--- config.mk ---
export PLATFORM = sky130hd
export DESIGN_NAME = code_lock_ctrl
export DESIGN_NICKNAME = d
export VERILOG_FILES = /design/src/rtl/code_lock_ctrl.sv
export SDC_FILE = /design/constraint.sdc
export NUM_CORES = 1
export LEC_CHECK = 0
export CAP_MARGIN = 20
export CORE_UTILIZATION = 58
export CTS_BUF_LIST = sky130_fd_sc_hd__clkbuf_4 sky130_fd_sc_hd__clkbuf_8
export DETAILED_ROUTE_END_ITERATION = 12
export PLACE_DENSITY = 0.95
export SYNTH_ARGS = -nofsm -noshare
export SYNTH_HDL_FRONTEND = slang
export SYNTH_SLANG_ARGS = --single-unit
export TNS_END_PERCENT = 100
--- constraint.sdc ---
create_clock -name clk -period 4.15 [get_ports clk]
set_clock_uncertainty 0.2 [all_clocks]
set_input_delay 0.83 -clock clk [delete_from_list [all_inputs] [get_ports clk]]
set_output_delay 0.83 -clock clk [all_outputs]
set_load 0.05 [all_outputs]
--- src/rtl/code_lock_ctrl.sv ---
// code_lock_ctrl -- two-digit sequential code-entry lock.
//
// One 4-bit switch input is shared by both entry steps; each rising edge of
// ENTER captures one digit. A correct pair opens a timed OPEN window. Wrong
// pairs are counted, and MAX_FAILS of them in a row force a timed lockout.
// The first-digit result is held in m1 and only judged after the second
// press, so a wrong first digit is never revealed early.
//
// Optional feature macro: CODE_LOCK_TIMEOUT_EN. When it is defined,
// TIMEOUT_CYCLES idle cycles in SECOND count as a failed attempt.
//
// Ports:
//   clk      in   system clock, rising edge
//   reset    in   asynchronous active-high reset
//   ENTER    in   pushbutton level, already synchronized to clk
//   SW       in   [3:0] digit for the current entry
//   OPEN     out  high while UNLOCKED
//   LOCKOUT  out  high while LOCKED
//   STAGE    out  [1:0] 0 FIRST, 1 SECOND, 2 UNLOCKED, 3 LOCKED
//   FAILS    out  [1:0] consecutive failures, saturating at 3
module code_lock_ctrl #(
  parameter logic [3:0] FIRST_DIGIT    = 4'd2,
  parameter logic [3:0] SECOND_DIGIT   = 4'd9,
  parameter int         MAX_FAILS      = 3,
  parameter int         OPEN_CYCLES    = 20,
  parameter int         LOCKOUT_CYCLES = 50,
  parameter int         TIMEOUT_CYCLES = 100
) (
  input  logic       clk,
  input  logic       reset,
  input  logic       ENTER,
  input  logic [3:0] SW,
  output logic       OPEN,
  output logic       LOCKOUT,
  output logic [1:0] STAGE,
  output logic [1:0] FAILS
);

  localparam int MAX_OL  = (OPEN_CYCLES > LOCKOUT_CYCLES) ? OPEN_CYCLES : LOCKOUT_CYCLES;
  localparam int MAX_ALL = (MAX_OL > TIMEOUT_CYCLES) ? MAX_OL : TIMEOUT_CYCLES;
  localparam int CW      = $clog2(MAX_ALL) + 1;
  // Fail count never exceeds MAX_FAILS; keep at least 2 bits for the FAILS view.
  localparam int FW_RAW  = $clog2(MAX_FAILS + 1);
  localparam int FW      = (FW_RAW < 2) ? 2 : FW_RAW;

  typedef enum logic [1:0] {
    S_FIRST    = 2'd0,
    S_SECOND   = 2'd1,
    S_UNLOCKED = 2'd2,
    S_LOCKED   = 2'd3
  } state_t;

  state_t          state, state_nx;
  logic [CW-1:0]   cnt, cnt_nx;
  logic [FW-1:0]   fails, fails_nx, fails_inc;
  logic            m1, m1_nx;
  logic            prev;
  logic            press;
  logic            fail_evt;

  // prev resets to 1 so a button held through reset release is not a press.
  assign press     = ENTER & ~prev;
  assign fails_inc = fails + FW'(1);

  always_ff @(posedge clk or posedge reset) begin
    if (reset) begin
      state <= S_FIRST;
      cnt   <= '0;
      fails <= '0;
      m1    <= 1'b0;
      prev  <= 1'b1;
    end else begin
      state <= state_nx;
      cnt   <= cnt_nx;
      fails <= fails_nx;
      m1    <= m1_nx;
      prev  <= ENTER;
    end
  end

  always_comb begin
    state_nx = state;
    fails_nx = fails;
    m1_nx    = m1;
    fail_evt = 1'b0;
    case (state)
      S_FIRST: begin
        if (press) begin
          m1_nx    = (SW == FIRST_DIGIT);
          state_nx = S_SECOND;
        end
      end
      S_SECOND: begin
        if (press) begin
          if (m1 && (SW == SECOND_DIGIT)) begin
            state_nx = S_UNLOCKED;
            fails_nx = '0;
          end else begin
            fail_evt = 1'b1;
          end
`ifdef CODE_LOCK_TIMEOUT_EN
        end else if (cnt == CW'(TIMEOUT_CYCLES - 1)) begin
          // Idle too long: treated exactly like a wrong second digit.
          fail_evt = 1'b1;
`endif
        end
        if (fail_evt) begin
          fails_nx = fails_inc;
          state_nx = (int'(fails_inc) >= MAX_FAILS) ? S_LOCKED : S_FIRST;
        end
      end
      S_UNLOCKED: begin
        if (cnt == CW'(OPEN_CYCLES - 1)) state_nx = S_FIRST;
      end
      S_LOCKED: begin
        if (cnt == CW'(LOCKOUT_CYCLES - 1)) begin
          state_nx = S_FIRST;
          fails_nx = '0;
        end
      end
      default: state_nx = S_FIRST;
    endcase
  end

  // Shared window/timeout counter: cleared on every state change, counts only
  // in states that have a time limit.
  always_comb begin
    cnt_nx = cnt;
    if (state_nx != state) begin
      cnt_nx = '0;
    end else begin
      case (state)
        S_UNLOCKED, S_LOCKED: cnt_nx = cnt + CW'(1);
`ifdef CODE_LOCK_TIMEOUT_EN
        S_SECOND:             cnt_nx = cnt + CW'(1);
`endif
        default:              cnt_nx = cnt;
      endcase
    end
  end

  assign OPEN    = (state == S_UNLOCKED);
  assign LOCKOUT = (state == S_LOCKED);
  assign STAGE   = state;
  assign FAILS   = (fails > FW'(3)) ? 2'd3 : fails[1:0];

endmodule
==> parameters.txt <==
Parameter                              Value

Cells and area
  Post-layout net count ... 106
  Most used cells in the layout excluding fill and tap cells ... 13 x dfrtp_1, 12 x clkdlybuf4s50_1, 7 x o21ai_0
  Number of antenna diodes ... 0
  Fraction of final layout cells sized beyond drive strength 1 ... 12.6%
  Synth-to-layout area growth ... 19.1%
  Commonest non-fill, non-tap cell in the layout ... dfrtp_1

STA
  Final hold violation count ... 0
  Final worst path period share ... 74.1%
  Pin slew with the least headroom to its limit ... 0.538 ns
  Final Max Slew Viols ... 0
  Worst setup slack after layout ... 1.08 ns
  # setup viols final ... 0
  RSZ-0062 raised after global routing ... no
  Setup Total Neg Slack ... 0 ns
  Maximum clock rate ... 325 MHz
  Clock period minus worst slack ... 3.07 ns
  Max-slew headroom ... 64.1%

Synthesis
  Number of synthesized flops with an enable pin ... 0
  Number of distinct library cell variants in the gate-level netlist after synthesis ... 36
  Average cell area after synthesis ... 10.3 um^2
  Flop and latch count out of synthesis ... 14
  Simple-gate share of the synthesized area ... 24.1%
  Seq/Total Area, Yosys ... 42.3%
  Adder-cell area share of the yosys netlist ... 4.52%
  Warning count from the yosys run ... 0
  Multiplexer fraction of the synthesized cell area ... 0%
  Gate count of the mapped netlist ... 81
  Post-Synth XOR/XNOR Area ... 4.22%
  Largest family of logic cells by synthesized area ... simple AND/OR/NAND/NOR gates
  Fraction of synthesis flops using an asynchronous set or reset pin ... 100%
  Leading register cell type out of synthesis ... dfrtp_1
  Compound-Gate Fraction of Synth Area ... 20.2%
  Total nets after synthesis ... 91
  Synth Cell Area ... 831 um^2

Hold path
  Worst Hold Depth ... 1
  Type of the worst min-delay path ... flip-flop to flip-flop
  Launch point of the worst hold path ... fails[0]$_DFFE_PP0P_
  Terminating pin of the worst hold path ... fails[0]$_DFFE_PP0P_

GRT
  Met2 routing resource usage after global routing ... 43.4%
  First-pass GRT wire length ... 2790 um
  Antenna violations before repair ... 0
  Global-route congestion overflow total ... 0
  GR Layer Usage met3 ... 3.41%
  Pin count of the biggest net entering global routing ... 17
  Total global routing track utilization ... 27.5%
  Via count of the first global-routing pass ... 598
  Layer with the highest usage ... met2
  Met1 Track Usage GR ... 37.7%

Clock network
  # H-tree levels ... 1
  Number of buffers added by the clock tree synthesis step ... 3
  # clock sinks ... 14
  Clock tree from TritonCTS ... yes
  Buffer levels on the longest clock path ... 2
  Insertion delay to the later sink of the worst-skew pair ... 0.28 ns
  Total setup buffers inserted after CTS ... 0
  CTS clock-pin slew for the worst setup and hold paths ... 0.09 ns
  Count of instances resized after the clock tree is built ... 0
  Hold Buf Count CTS ... 0
  Clock tree root driver cell ... clkbuf_4

Floorplanning
  Number of rows created at floorplan ... 13
  Core region area ... 1320 um^2
  Chip height ... 39.8 um
  DIE AREA ... 1590 um^2
  Top-Level Pins ... 13
  Initial core utilization ... 63.1%
  Width of the die ... 39.8 um

Critical path
  Critical Path Source ... STAGE[1]$_DFF_PP0_
  Signal arrival time at the worst endpoint ... 2.04 ns
  Reg2Reg Depth ... 4
  Startpoint kind of the worst setup timing path ... flip-flop
  Required arrival time at the worst endpoint ... 3.12 ns
  Worst setup slack for register-to-register paths ... 2.08 ns
  Setup CP Type ... flip-flop to output pin
  Startpoint of the most critical register-to-register path ... cnt[0]$_DFFE_PP0P_
  Critical-path maximum fanout ... 16
  Category of the worst setup path capture point ... output pin
  Worst reg2reg path endpoint ... STAGE[1]$_DFF_PP0_

Routing
  Drt pass-1 iters ... 4
  Post-route DRC violation count ... 0
  Number of antenna-violating nets in the routed design ... 0
  Routed len/inst ... 16.5 um
  Violation count after the first detailed-route iteration ... 18
  Final WL ... 1820 um
  Via density per instance ... 6.48
  Via count ... 713

Placed design
  Place WS ... 1.39 ns
  Weighted congestion reported at the end of routability-driven placement ... 0.826
  Count of port buffers added during placement ... 12
  DP HPWL ... 1340 um

Run
  Max-cap violation count ... 0

Pwr
  P per Cell Area ... 251 nW/um^2
  IR Drop Worst-Case VDD ... 0.000159 V
  Leakage power of the design ... 0.376 nW

Outcome
  Result of the run ... complete, no violations
==> cell usage after synthesis, types with 2 or more instances <==
library cell  count  area share, %
nand4_1           4            3.0
nor3_1            4            2.4
o21ai_0           7            4.2
dfrtp_1          13             39
o22ai_1           2            1.5
or3_1             3            2.3
ha_1              3            4.5
nor2_1            3            1.4
a21oi_1           3            1.8
xor2_1            3            3.2
nand2_1           4            1.8
inv_1             6            2.7
nand3_1           3            1.8
==> worst max-delay path, cell delays in order, from the launching register on <==
cell and delay (ns):
dfrtp_1 0.65, inv_1 0.16, nor2_1 0.14, clkdlybuf4s50_1 0.81
==> sequential cells by signal, summed over array words and instances, names as in the netlist <==
| name | flops |
|---|---|
| STAGE | 2 |
| fails | 2 |
| prev | 1 |
| m1 | 1 |
| cnt | 8 |
==> cell families (layout without fill, tap and decap cells) <==
| kind of cell | after synthesis | in the layout |
|---|---|---|
| AND/OR/NAND/NOR | 31 | 31 |
| adder cells (fa/ha/maj) | 3 | 3 |
| XOR/XNOR | 4 | 4 |
| AO/OA/AOI/OAI | 21 | 21 |
| buffers and inverters | 8 | 22 |
| flip-flops | 14 | 14 |
==> how the worst max path moves through the flow <==
stage | endpoint | slack, ns
2_1_floorplan | OPEN | 1.64
3_3_place_gp | LOCKOUT | 1.51
3_5_place_dp | OPEN | 1.39
4_1_cts | OPEN | 1.08
5_1_grt | OPEN | 0.99
6_report | OPEN | 1.08
==> where the power goes <==
| group | leakage (nW) | internal, W | switching (W) | total [W] |
|---|---|---|---|---|
| Clock | 0.0210 | 0.0000534 | 0.0000461 | 0.0000995 |
| Combinational | 0.183 | 0.00000611 | 0.00000532 | 0.0000114 |
| Sequential | 0.172 | 0.000137 | 0.000000509 | 0.000138 |
==> layer usage <==
layer | part of all wire, % | vias to the layer above | wire length, um
met3 | 5.4 | 7 | 99
li1 | - | 336 | -
met1 | 44 | 347 | 800
met4 | 1.7 | 0 | 31
met2 | 49 | 23 | 887
met5 | 0 | - | 0
==> final cells by class <==
| type | instances | area (um^2) |
|---|---|---|
| multi-input cells | 59 | 440 |
| flip-flops and latches | 14 | 352 |
| fillers | 88 | 328 |
| repair buffers | 12 | 120 |
| clock buffers | 4 | 36.3 |
| inverters | 6 | 22.5 |
| well taps | 15 | 18.8 |
==> through the flow <==
step	power, W	instances	util, %	hold slack (ns)	instance area (um^2)
6_report	0.000249	110	75.1	0.322	990
5_1_grt	0.000254	110	75.1	0.349	990
4_1_cts	0.000247	110	75.1	0.323	990
3_5_place_dp	0.000152	106	72.4	0.312	953
3_3_place_gp	0.000151	106	72.4	0.300	953
2_1_floorplan	0.000144	81	-	0.273	831
(Power assumes the default switching activity.)
